--- config.mk ---
export PLATFORM = sky130hd
export DESIGN_NAME = exc_ctrl
export DESIGN_NICKNAME = d
export VERILOG_FILES = /design/src/rtl/exc_ctrl_pkg.sv /design/src/rtl/exc_ctrl_int_sync.sv /design/src/rtl/exc_ctrl.sv
export SDC_FILE = /design/constraint.sdc
export NUM_CORES = 1
export LEC_CHECK = 0
export ABC_AREA = 1
export CORE_AREA = 2 2 124 126
export DETAILED_ROUTE_END_ITERATION = 16
export DIE_AREA = 0 0 126 128
export HOLD_SLACK_MARGIN = 0.15
export PLACE_DENSITY = 0.75
export SLEW_MARGIN = 15
export SYNTH_ARGS = -nofsm -noshare
export SYNTH_HDL_FRONTEND = slang
export SYNTH_HIERARCHICAL = 1
export SYNTH_SLANG_ARGS = --single-unit
--- constraint.sdc ---
create_clock -name clk -period 2.06 [get_ports clk]
set_input_delay 0.412 -clock clk [delete_from_list [all_inputs] [get_ports clk]]
set_output_delay 0.412 -clock clk [all_outputs]
set_load 0.005 [all_outputs]
--- src/rtl/exc_ctrl_pkg.sv ---
// Shared definitions for the MEM-stage exception controller: exception
// codes, CP0 register addresses, bus widths and the MTC0 forwarding helper.
package exc_ctrl_pkg;

    localparam int HARDINT_W = 6;
    localparam int DATABUS_W = 32;
    localparam int ADDRBUS_W = 32;

    localparam logic [31:0] EXCT_NONE = 32'h0000_0000;
    localparam logic [31:0] EXCT_INT  = 32'h0000_0001;
    localparam logic [31:0] EXCT_ADEL = 32'h0000_0004;
    localparam logic [31:0] EXCT_ADES = 32'h0000_0005;
    localparam logic [31:0] EXCT_SYS  = 32'h0000_0008;
    localparam logic [31:0] EXCT_BP   = 32'h0000_0009;
    localparam logic [31:0] EXCT_RI   = 32'h0000_000A;
    localparam logic [31:0] EXCT_OV   = 32'h0000_000C;
    localparam logic [31:0] EXCT_ERET = 32'h0000_000E;

    localparam logic [4:0] CP0_BADVADDR = 5'd8;
    localparam logic [4:0] CP0_STATUS   = 5'd12;
    localparam logic [4:0] CP0_CAUSE    = 5'd13;
    localparam logic [4:0] CP0_EPC      = 5'd14;

    // One arbitration result: the code issued to CP0 and its faulting address.
    typedef struct packed {
        logic [DATABUS_W-1:0] code;
        logic [ADDRBUS_W-1:0] badvaddr;
    } exc_sel_t;

    // A CP0 register as seen this cycle: an MTC0 in MEM to the same register
    // has not reached CP0 yet, so its data takes precedence.
    function automatic logic [DATABUS_W-1:0] cp0_fwd(
        input logic                 we,
        input logic [4:0]           waddr,
        input logic [4:0]           reg_addr,
        input logic [DATABUS_W-1:0] wdata,
        input logic [DATABUS_W-1:0] cur
    );
        return (we && (waddr == reg_addr)) ? wdata : cur;
    endfunction

endpackage

--- src/rtl/exc_ctrl_int_sync.sv ---
// Multi-stage flop synchroniser for a vector of asynchronous interrupt lines.
module int_sync #(
    parameter int WIDTH  = 6,
    parameter int STAGES = 2
) (
    input  logic             clk,
    input  logic             rst,
    input  logic [WIDTH-1:0] d,
    output logic [WIDTH-1:0] q
);

    logic [WIDTH-1:0] sync_p [STAGES];

    // Shift every line through STAGES flops; all stages clear on reset.
    always_ff @(posedge clk or posedge rst) begin
        if (rst) begin
            for (int i = 0; i < STAGES; i++) sync_p[i] <= '0;
        end else begin
            sync_p[0] <= d;
            for (int i = 1; i < STAGES; i++) sync_p[i] <= sync_p[i-1];
        end
    end

    assign q = sync_p[STAGES-1];

endmodule

--- src/rtl/exc_ctrl.sv ---
// MEM-stage exception arbiter and pipeline redirect unit. Picks one
// exception per instruction, reports it to CP0 and holds the pipeline
// flush/redirect for FLUSH_CYCLES cycles after the detect cycle.
module exc_ctrl
    import exc_ctrl_pkg::*;
#(
    parameter logic [31:0] EXC_VECTOR   = 32'hBFC0_0380,
    parameter int          FLUSH_CYCLES = 1,
    parameter int          SYNC_STAGES  = 2
) (
    input  logic                 clk,
    input  logic                 rst,
    input  logic [HARDINT_W-1:0] hw_int,
    output logic [HARDINT_W-1:0] intr,
    input  logic                 mem_valid,
    input  logic [ADDRBUS_W-1:0] mem_pc,
    input  logic [ADDRBUS_W-1:0] mem_addr,
    input  logic                 if_adel,
    input  logic                 id_ri,
    input  logic                 id_sys,
    input  logic                 id_bp,
    input  logic                 ex_ov,
    input  logic                 mem_adel,
    input  logic                 mem_ades,
    input  logic                 id_eret,
    input  logic                 cp0_we,
    input  logic [4:0]           cp0_waddr,
    input  logic [DATABUS_W-1:0] cp0_wdata,
    input  logic [DATABUS_W-1:0] cp0_status,
    input  logic [DATABUS_W-1:0] cp0_cause,
    input  logic [DATABUS_W-1:0] cp0_epc,
    output logic [DATABUS_W-1:0] exctype,
    output logic [ADDRBUS_W-1:0] badvaddr,
    output logic                 flush,
    output logic [ADDRBUS_W-1:0] new_pc,
    output logic                 busy
);

    localparam logic [0:0] ST_IDLE  = 1'b0;
    localparam logic [0:0] ST_FLUSH = 1'b1;

    localparam logic [3:0] FLUSH_INIT = 4'(FLUSH_CYCLES);

    logic [0:0]           state;
    logic [3:0]           cnt;
    logic [ADDRBUS_W-1:0] npc_q;

    logic [DATABUS_W-1:0] status_eff;
    logic [DATABUS_W-1:0] cause_eff;
    logic [DATABUS_W-1:0] epc_eff;
    logic                 int_pending;
    exc_sel_t             sel;
    logic                 detect;
    logic                 in_flush;
    logic [ADDRBUS_W-1:0] detect_pc;
    logic                 unused_cp0_bits;

    int_sync #(
        .WIDTH  (HARDINT_W),
        .STAGES (SYNC_STAGES)
    ) u_int_sync (
        .clk (clk),
        .rst (rst),
        .d   (hw_int),
        .q   (intr)
    );

    assign status_eff = cp0_fwd(cp0_we, cp0_waddr, CP0_STATUS, cp0_wdata, cp0_status);
    assign cause_eff  = cp0_fwd(cp0_we, cp0_waddr, CP0_CAUSE,  cp0_wdata, cp0_cause);
    assign epc_eff    = cp0_fwd(cp0_we, cp0_waddr, CP0_EPC,    cp0_wdata, cp0_epc);

    // Only IM/IP, IE and EXL take part in interrupt qualification.
    assign unused_cp0_bits = ^{status_eff[31:16], status_eff[7:2],
                               cause_eff[31:16], cause_eff[7:0]};

    // Interrupt needs a pending-and-enabled line, IE set and EXL clear.
    assign int_pending = (|(cause_eff[15:8] & status_eff[15:8]))
                         && status_eff[0] && !status_eff[1];

    // Fixed-priority pick; an address error also selects its faulting address.
    always_comb begin
        sel.code     = EXCT_NONE;
        sel.badvaddr = '0;
        if (int_pending) begin
            sel.code = EXCT_INT;
        end else if (if_adel) begin
            sel.code     = EXCT_ADEL;
            sel.badvaddr = mem_pc;
        end else if (id_ri) begin
            sel.code = EXCT_RI;
        end else if (id_sys) begin
            sel.code = EXCT_SYS;
        end else if (id_bp) begin
            sel.code = EXCT_BP;
        end else if (ex_ov) begin
            sel.code = EXCT_OV;
        end else if (mem_adel) begin
            sel.code     = EXCT_ADEL;
            sel.badvaddr = mem_addr;
        end else if (mem_ades) begin
            sel.code     = EXCT_ADES;
            sel.badvaddr = mem_addr;
        end else if (id_eret) begin
            sel.code = EXCT_ERET;
        end
    end

    // Outputs are forced quiet while reset is held, even with flags present.
    assign detect    = !rst && (state == ST_IDLE) && mem_valid && (sel.code != EXCT_NONE);
    assign in_flush  = !rst && (state == ST_FLUSH);
    assign detect_pc = (sel.code == EXCT_ERET) ? epc_eff : EXC_VECTOR;

    assign exctype  = detect ? sel.code : EXCT_NONE;
    assign badvaddr = detect ? sel.badvaddr : '0;
    assign flush    = detect || in_flush;
    assign busy     = in_flush;
    assign new_pc   = detect ? detect_pc : (in_flush ? npc_q : '0);

    // IDLE -> FLUSH on detect, holding the redirect PC; count down back to IDLE.
    always_ff @(posedge clk or posedge rst) begin
        if (rst) begin
            state <= ST_IDLE;
            cnt   <= '0;
            npc_q <= '0;
        end else begin
            case (state)
                ST_IDLE: begin
                    if (detect) begin
                        state <= ST_FLUSH;
                        cnt   <= FLUSH_INIT;
                        npc_q <= detect_pc;
                    end
                end
                default: begin
                    if (cnt <= 4'd1) begin
                        state <= ST_IDLE;
                    end else begin
                        cnt <= cnt - 4'd1;
                    end
                end
            endcase
        end
    end

endmodule

==> impl_metrics.tcl <==
set metrics [dict create \
    fp.dieArea_um2 16100 \
    die-height_um 128 \
    grt_pass1_wl_mm 24.1 \
    vias_per_cell 4.53 \
    min_path_type "flip-flop to flip-flop" \
    place_area_um2 6930 \
    timing.hold.ws_ns 0.352 \
    cp.arrival_ns 2.15 \
    yosysWarnings 6 \
    synth-edff-count 0 \
    period_needed_ns 2.56 \
    cts_buffers 5 \
    whs_path_depth 0 \
    endpoint_kind "primary output" \
    grt_antenna_before_repair 2 \
    synth_cells 580 \
    synth_flop_cell "dfrtp_1" \
    cts.path.max_buffers 2 \
    vias 4921 \
    power.density_nw_per_um2 506 \
    cts_sinks 49 \
    ir_drop_mv 0.365 \
    tritoncts "built" \
    finalMaxSlewViolations 0 \
    grt_usage 0.187 \
    path_clk_slew_ns 0.07 \
    hold_start "u_int_sync/sync_p[6]" \
    ys_seq_elements 49 \
    final_area_um2 8340 \
    yosysSeqAreaShare 0.319 \
    critPathSlowestCell "clkdlybuf4s50_1" \
    reg2reg_to "cnt[2]" \
    post_drt_wl_per_cell_um 15.3 \
    synth_top_area_frac 0.319 \
    crit_chain "clkdlybuf4s50_1, inv_2, nand2_2, nand3_2, nand2_1, nor2_2, nand2_2, nand2_4, nand3_4, nand2_4, clkinv_8, buf_12, buf_16, nand2_4, nand2_4, buf_6" \
    cts_htree_levels 2 \
    final-setup-viol-count 69 \
    crit_path_start_kind "input pin" \
    relSlewSlack 0.504 \
    gr-total-overflow 0 \
    leakagePower_nw 4.32 \
    critical_path_class "input pin to primary output" \
    drc_errors 0 \
    grt_pass1_vias 4665 \
    drt-total-wl_mm 16.6 \
    max_cap_viol_count 0 \
    finalWorstSetupSlack_ns -0.503 \
    holdPathEnd "u_int_sync/q[0]" \
    grt_max_degree 38 \
    gp_congestion 0.816 \
    max_freq_mhz 390 \
    num_rows 45 \
    dp_hpwl_mm 11.2 \
    start_util 0.259 \
    pin_count 319 \
    worstMarginPinSlew_ns 0.738 \
    avgSynthCellArea_um2 6.63 \
    path_max_fanout 5 \
    crit_start "cp0_cause[10]" \
    synth_cell_type_count 32 \
    outcome "finished with violations" \
    dieWidth_um 126 \
    worstPathRequired_ns 1.65 \
    ant_nets 0 \
    clock_latency_ns 0.29 \
    fin_worst_skew_ns 0.00513 \
    first_pass_iters 4 \
    rsz0062_at_grt "true" \
    r2r_start "cnt[0]" \
    yosysTopAreaCell "dfrtp_1" \
    reg2reg_slack_ns 0.20 \
    drive_above_1_share 0.438 \
    async_flop_share 1.00 \
    area_growth_syn_to_layout_pct 117 \
    port_buffers 244 \
    synth_area_leaders "dfrtp_1 32%, nand2_1 20%, nor2_1 7.2%" \
    first_iter_violations 202 \
    tns_ns -29.87 \
    min_period_over_period 1.24 \
    syn_area_um2 3840 \
    reg2reg_depth 7 \
    violations "setup timing" \
    crit_top_cell "nand2_4" \
    core_area_um2 14900 \
    num-nets-final 1114 \
    cts_root_buf "clkbuf_16" \
    cp_slowest_stage_delay_ns 0.42 \
    final_hold_viol_count 0 \
]
[routing by layer]
metal,share of wire,vias to the layer above,track usage
met5,0.00078,-,0
met4,0.011,2,0.0349
met3,0.073,17,0.0480
met2,0.52,177,0.329
met1,0.40,2311,0.232
li1,-,2414,-
[through the flow]
stage           util  instances  power [W]  worst slack (ns)
2_1_floorplan      -        607    0.00203           -0.0821
3_3_place_gp   0.466       1035    0.00284             -1.32
3_5_place_dp   0.466       1035    0.00287             -1.34
4_1_cts        0.524       1070    0.00399            -0.648
5_1_grt        0.561       1086    0.00452            -0.592
6_report       0.561       1087    0.00422            -0.503
[layout by cell type (no fill, tap or decap), types with 26 or more instances in the layout]
cell / Yosys / final
conb_1: 1 / 28
buf_6: 3 / 26
dfrtp_1: 49 / 49
clkdlybuf4s50_1: 0 / 150
nand2_2: 4 / 58
nor2_4: 1 / 40
nand2_4: 1 / 27
inv_1: 58 / 43
a22oi_1: 32 / 32
nand2_1: 209 / 125
buf_4: 36 / 59
buf_2: 8 / 41
[sequential cells by signal, indices dropped and copies added, names as in the netlist]
name / flops
cnt: 4
npc_q: 32
state: 1
u_int_sync/q: 6
u_int_sync/sync_p: 6
[critical path, delay by kind of cell]
kind,cells,cell delay (ns)
buffers and inverters,6,0.98
AND/OR/NAND/NOR,10,0.76
[area by class of cell]
cell class / instances / area (um2)
sequential: 49 / 1230
clock buffer: 5 / 125
multi-input combinational: 437 / 3040
clock inverter: 3 / 28.8
inverter: 60 / 253
fill: 1342 / 6530
tap: 188 / 235
timing repair buffer: 344 / 3430
antenna: 1 / 2.50
[power breakdown]
| part | internal [W] | total [W] | switching [W] |
|---|---|---|---|
| clock | 0.000465 | 0.000844 | 0.000379 |
| sequential | 0.00115 | 0.00128 | 0.000129 |
| combinational | 0.00113 | 0.00209 | 0.000965 |
| total | 0.00275 | 0.00422 | 0.00147 |
[synthesized netlist by cell type (2+ instances only)]
cell type  number
mux2_2         13
inv_2           2
nand2_2         4
nand2_1       209
o21ai_0         8
nor2_1         74
nand4_1        14
nand3_1        21
inv_1          58
buf_6           3
buf_4          36
a21oi_1         5
nor3_1          2
nand3_2         2
clkbuf_1       16
ha_1            2
a22oi_1        32
mux2i_1        10
dfrtp_1        49
buf_2           8
[worst max path at each step]
stage                        end  slack, ns
floorplan           badvaddr[12]      -0.08
global placement      new_pc[19]      -1.32
detailed placement    new_pc[19]      -1.34
CTS                   new_pc[11]      -0.65
global route           new_pc[7]      -0.59
finish                 new_pc[7]      -0.50
[cell families (layout without fill, tap and decap cells)]
logic type	after synthesis	count (layout)	synth area share
buffers and inverters	123	412	0.164
other	1	29	0.000976
and+or+nand+nor	332	334	0.355
muxes	23	23	0.0641
xor gates and xnor gates	1	1	0.00228
DFF	49	49	0.319
AOI/OAI and AO/OA	49	49	0.0879
adders and majority gates	2	2	0.00651
[repair_timing]
action | in CTS | in global routing
setup buffers | 16 | 15
gates cloned | 11 | 6
pin swaps | 33 | 64
setup endpoints to repair | 107 | 101
hold buffers | 0 | 0
gates resized for setup | 299 | 302
Power figures use the tool's default switching activity.
==> RTL edit 1 (config.mk and constraints unchanged) <==
The parameter `SYNC_STAGES` goes from 2 to 1.
--- a/src/rtl/exc_ctrl.sv
+++ b/src/rtl/exc_ctrl.sv
@@ -7,5 +7,5 @@
     parameter logic [31:0] EXC_VECTOR   = 32'hBFC0_0380,
     parameter int          FLUSH_CYCLES = 1,
-    parameter int          SYNC_STAGES  = 2
+    parameter int          SYNC_STAGES  = 1
 ) (
     input  logic                 clk,
Function: not settled (the Yosys comparison gave no result); the edit may change what the design does.
==> RTL edit 1 against the unedited design <==
Highest routed layer is now met4. Clock skew shrank 0.00082 ns. Synthesized cell count down 2.1%. Routed wire length grew 5.9%. Combinational power increased by 5%. First-iteration DRC count fell by 3.5%. Area after synthesis down 5.1%. Total power decreased by 1.1%. Worst setup slack got worse by 0.045 ns. Largest cell class unchanged. Cell area grew 0.72%. Sequential cell count shrank 6. Critical path type unchanged. The flow still finishes with violations (negative setup slack).
==> RTL edit 1: results (changes against the unedited design) <==
stage,metric,value,unit,change
grt,grt.total_usage,0.203,,+0.0162
status,outcome,finished with violations,,
setup_path,cp.arrival,2.20,ns,+0.05 ns
sta,setup_viol,96,,+39%
setup_path,r2r_slack,0.17,ns,-0.03 ns
logic_synthesis,synth_cells,568,,-2.1%
grt,antenna_found_initial,0,,-2
logic_synthesis,seq_area_frac_synth,0.295,,-0.0241
setup_path,reg2reg_to,npc_q[26],,
grt,grt_pass1_wl,26.3,mm,+9.1%
sta,setup_ws,-0.548,ns,-0.0449 ns
min_path,worst_hold_path.num_cells,2,,+2
place,gp_congestion,0.842,,+3.1%
logic_synthesis,ys_top_cells_by_area,"dfrtp_1 (29%), nand2_1 (22%), nor2_1 (7.6%)",,
pwr,irDropWorstVdd,391,uV,+7.2%
route,drtPass1Iterations,5,,+1
status,violations,negative setup slack,,
finish,final_cells,1103,,+1.5%
route,wl_per_cell,15.9,um,+4.3%
clock_tree,postCtsResizedCells,454,,+52%
route,drt-total-wl,17.6,mm,+5.9%
logic_synthesis,synth-compound-area-share,0.0926,,+0.00470
route,drtIter0Drc,195,,-3.5%
setup_path,slowest_stage,dlygate4sd2_1,,
setup_path,crit_start,id_sys,,
logic_synthesis,synth-adder-area-share,0.00686,,+0.000348
route,vias,5068,,+3.0%
finish,diodes,0,,-1
-- RTL edit 1: layer usage --
| layer | GRT usage | wire [um] | up-vias |
|---|---|---|---|
| met3 | 0.0330 | 1040 | 18 |
| li1 | - | - | 2443 |
| met1 | 0.268 | 7310 | 2411 |
| met5 | 0 | 0 | - |
| met4 | 0.0259 | 198 | 0 |
| met2 | 0.358 | 9030 | 196 |
-- RTL edit 1: worst max path at each step --
stage          depth (start not counted)  slack [ns]           end
3_3_place_gp                          17       -1.28    new_pc[14]
5_1_grt                               17       -0.67    new_pc[17]
6_report                              13       -0.55    new_pc[21]
2_1_floorplan                         10       -0.08  badvaddr[12]
4_1_cts                               18       -0.60     new_pc[0]
3_5_place_dp                          17       -1.31  badvaddr[12]
-- RTL edit 1: layout make-up --
class	instances	area, sq um	share of cell area
timing repair buffer	367	3620	0.431
multi-input combinational	437	3080	0.366
tap	188	235	0.0280
inverter	60	253	0.0301
clock inverter	2	12.5	0.00149
sequential	43	1080	0.128
clock buffer	6	129	0.0153
==> RTL edit 2 (same settings) <==
Made on the original files. Make the reset (`rst`) synchronous in 2 clocked blocks. Comments in the files are not updated.
--- a/src/rtl/exc_ctrl_int_sync.sv
+++ b/src/rtl/exc_ctrl_int_sync.sv
@@ -13,5 +13,5 @@
 
     // Shift every line through STAGES flops; all stages clear on reset.
-    always_ff @(posedge clk or posedge rst) begin
+    always_ff @(posedge clk) begin
         if (rst) begin
             for (int i = 0; i < STAGES; i++) sync_p[i] <= '0;
--- a/src/rtl/exc_ctrl.sv
+++ b/src/rtl/exc_ctrl.sv
@@ -118,5 +118,5 @@
 
     // IDLE -> FLUSH on detect, holding the redirect PC; count down back to IDLE.
-    always_ff @(posedge clk or posedge rst) begin
+    always_ff @(posedge clk) begin
         if (rst) begin
             state <= ST_IDLE;
Check against the original RTL: not equivalent (a bounded check fails within 4 cycles, from zero or initial values and one cycle with rst high; the reset may be asserted at any time).
==> RTL edit 2 against the unedited design <==
The run still ends with negative setup slack left. Cell area shrank 3.9%. Critical path depth grew 2. Worst setup slack lost 0.15 ns. Sequential cell count is the same. First-iteration DRC count grew 18%. Area after synthesis grew 3.5%. Register-to-register slack lost 0.08 ns. Non-clock buffer count grew 6. Clock power grew 12%. Routed wire length grew 13%. Maximum frequency shrank 5.7%. Combinational power shrank 45%. Total power shrank 27%.
==> RTL edit 2: results (changes against the unedited design) <==
stage,metric,value,unit,change
min_path,worst_hold_path.num_cells,2,,+2
sta,skew,0.00272,ns,-0.00242 ns
pwr,p_clk,0.943,mW,+12%
place,dp_hpwl,13.3,mm,+19%
logic_synthesis,seq_area_frac_synth,0.247,,-0.0723
sta,hold-worst-slack,0.404,ns,+0.0517 ns
setup_path,r2r_slack,0.12,ns,-0.08 ns
status,violations,negative setup slack,,
logic_synthesis,synth_commonest_cells,"nor2_1 (138), nand2_1 (72), inv_1 (69)",,
logic_synthesis,synth_flop_cell,dfxtp_1,,
route,drt-total-wl,18.7,mm,+13%
pwr,power_density,385,nW/um^2,-24%
finish,final_nets,1147,,+3.0%
grt,grt.total_usage,0.210,,+0.0236
grt,use_met2,0.379,,+0.0506
min_path,hold_start,u_int_sync/sync_p[0][4],,
sta,setup_ws,-0.657,ns,-0.154 ns
pwr,irDropWorstVdd,392,uV,+7.5%
place,placed_cell_area,6970,sq um,+0.54%
pwr,intPower,2.24,mW,-18%
setup_path,crit_fanout,8,,+3
sta,setup_viol,85,,+23%
sta,slew_headroom,0.441,,-0.0628
place,dp_slack,-1.46,ns,-0.128 ns
clock_tree,postCtsSetupBuffers,24,,+8
route,met2WireLength,9.41,mm,+9.2%
logic_synthesis,synthDistinctLibCells,36,,+13%
status,outcome,finished with violations,,
route,met1Wirelength,6.64,mm,+1.1%
setup_path,reg2reg_to,cnt[0],,
min_path,min_to,u_int_sync/sync_p[0][10],,
grt,grt_pass1_wl,26.7,mm,+11%
grt,met3_usage,0.0881,,+0.0401
## RTL edit 2: cell types whose count changed in the layout (fill, tap and decap cells not counted), sizes merged, moves of 11 or more
cell           unedited run  this run
dfrtp                    49         0
nor2                     76       152
inv                      60        71
a21oi                     5        25
dfxtp                     0        49
nand2                   214        79
a21boi                    0        12
o21ai                     8        22
buf                     152       140
clkdlybuf4s15             1        19
## RTL edit 2: worst max path at each step
stage | start | endpoint | slack [ns] | depth (start not counted)
6_report | cp0_waddr[1] | exctype[1] | -0.66 | 18
5_1_grt | cp0_waddr[1] | exctype[1] | -0.74 | 18
4_1_cts | cp0_waddr[1] | new_pc[30] | -0.66 | 20
3_5_place_dp | cp0_we | new_pc[30] | -1.46 | 18
3_3_place_gp | cp0_we | new_pc[1] | -1.43 | 17
2_1_floorplan | cp0_waddr[1] | new_pc[30] | -0.13 | 17
## RTL edit 2: per-stage QoR
step                TNS (ns)  std cells
floorplan              -4.55        645
global placement     -112.70       1066
detailed placement   -116.25       1066
CTS                   -41.28       1102
global route          -49.84       1121
finish                -42.14       1127
## RTL edit 2: cell type report
class                      count  area, sq um  share of cell area
tap                          188          235              0.0294
clock buffer                   7          143              0.0178
antenna                        8         20.0             0.00250
multi-input combinational    451         2890               0.361
clock inverter                 1         30.0             0.00375
timing repair buffer         350         3410               0.425
inverter                      73          305              0.0381
sequential                    49          981               0.122
## RTL edit 2: cells by family after synthesis
group	count (synthesis)	synth area share
AND/OR/NAND/NOR	293	0.333
multiplexers	23	0.0651
flip-flops	49	0.247
buffers and inverters	147	0.185
AO/OA/AOI/OAI	103	0.163
other	1	0.000943
adder cells (fa/ha/maj)	2	0.00629
## RTL edit 2: critical path: cells and delay by family
kind / cells / cell delay (ns)
buf+inv: 5 / 0.70
simple gates: 13 / 1.15
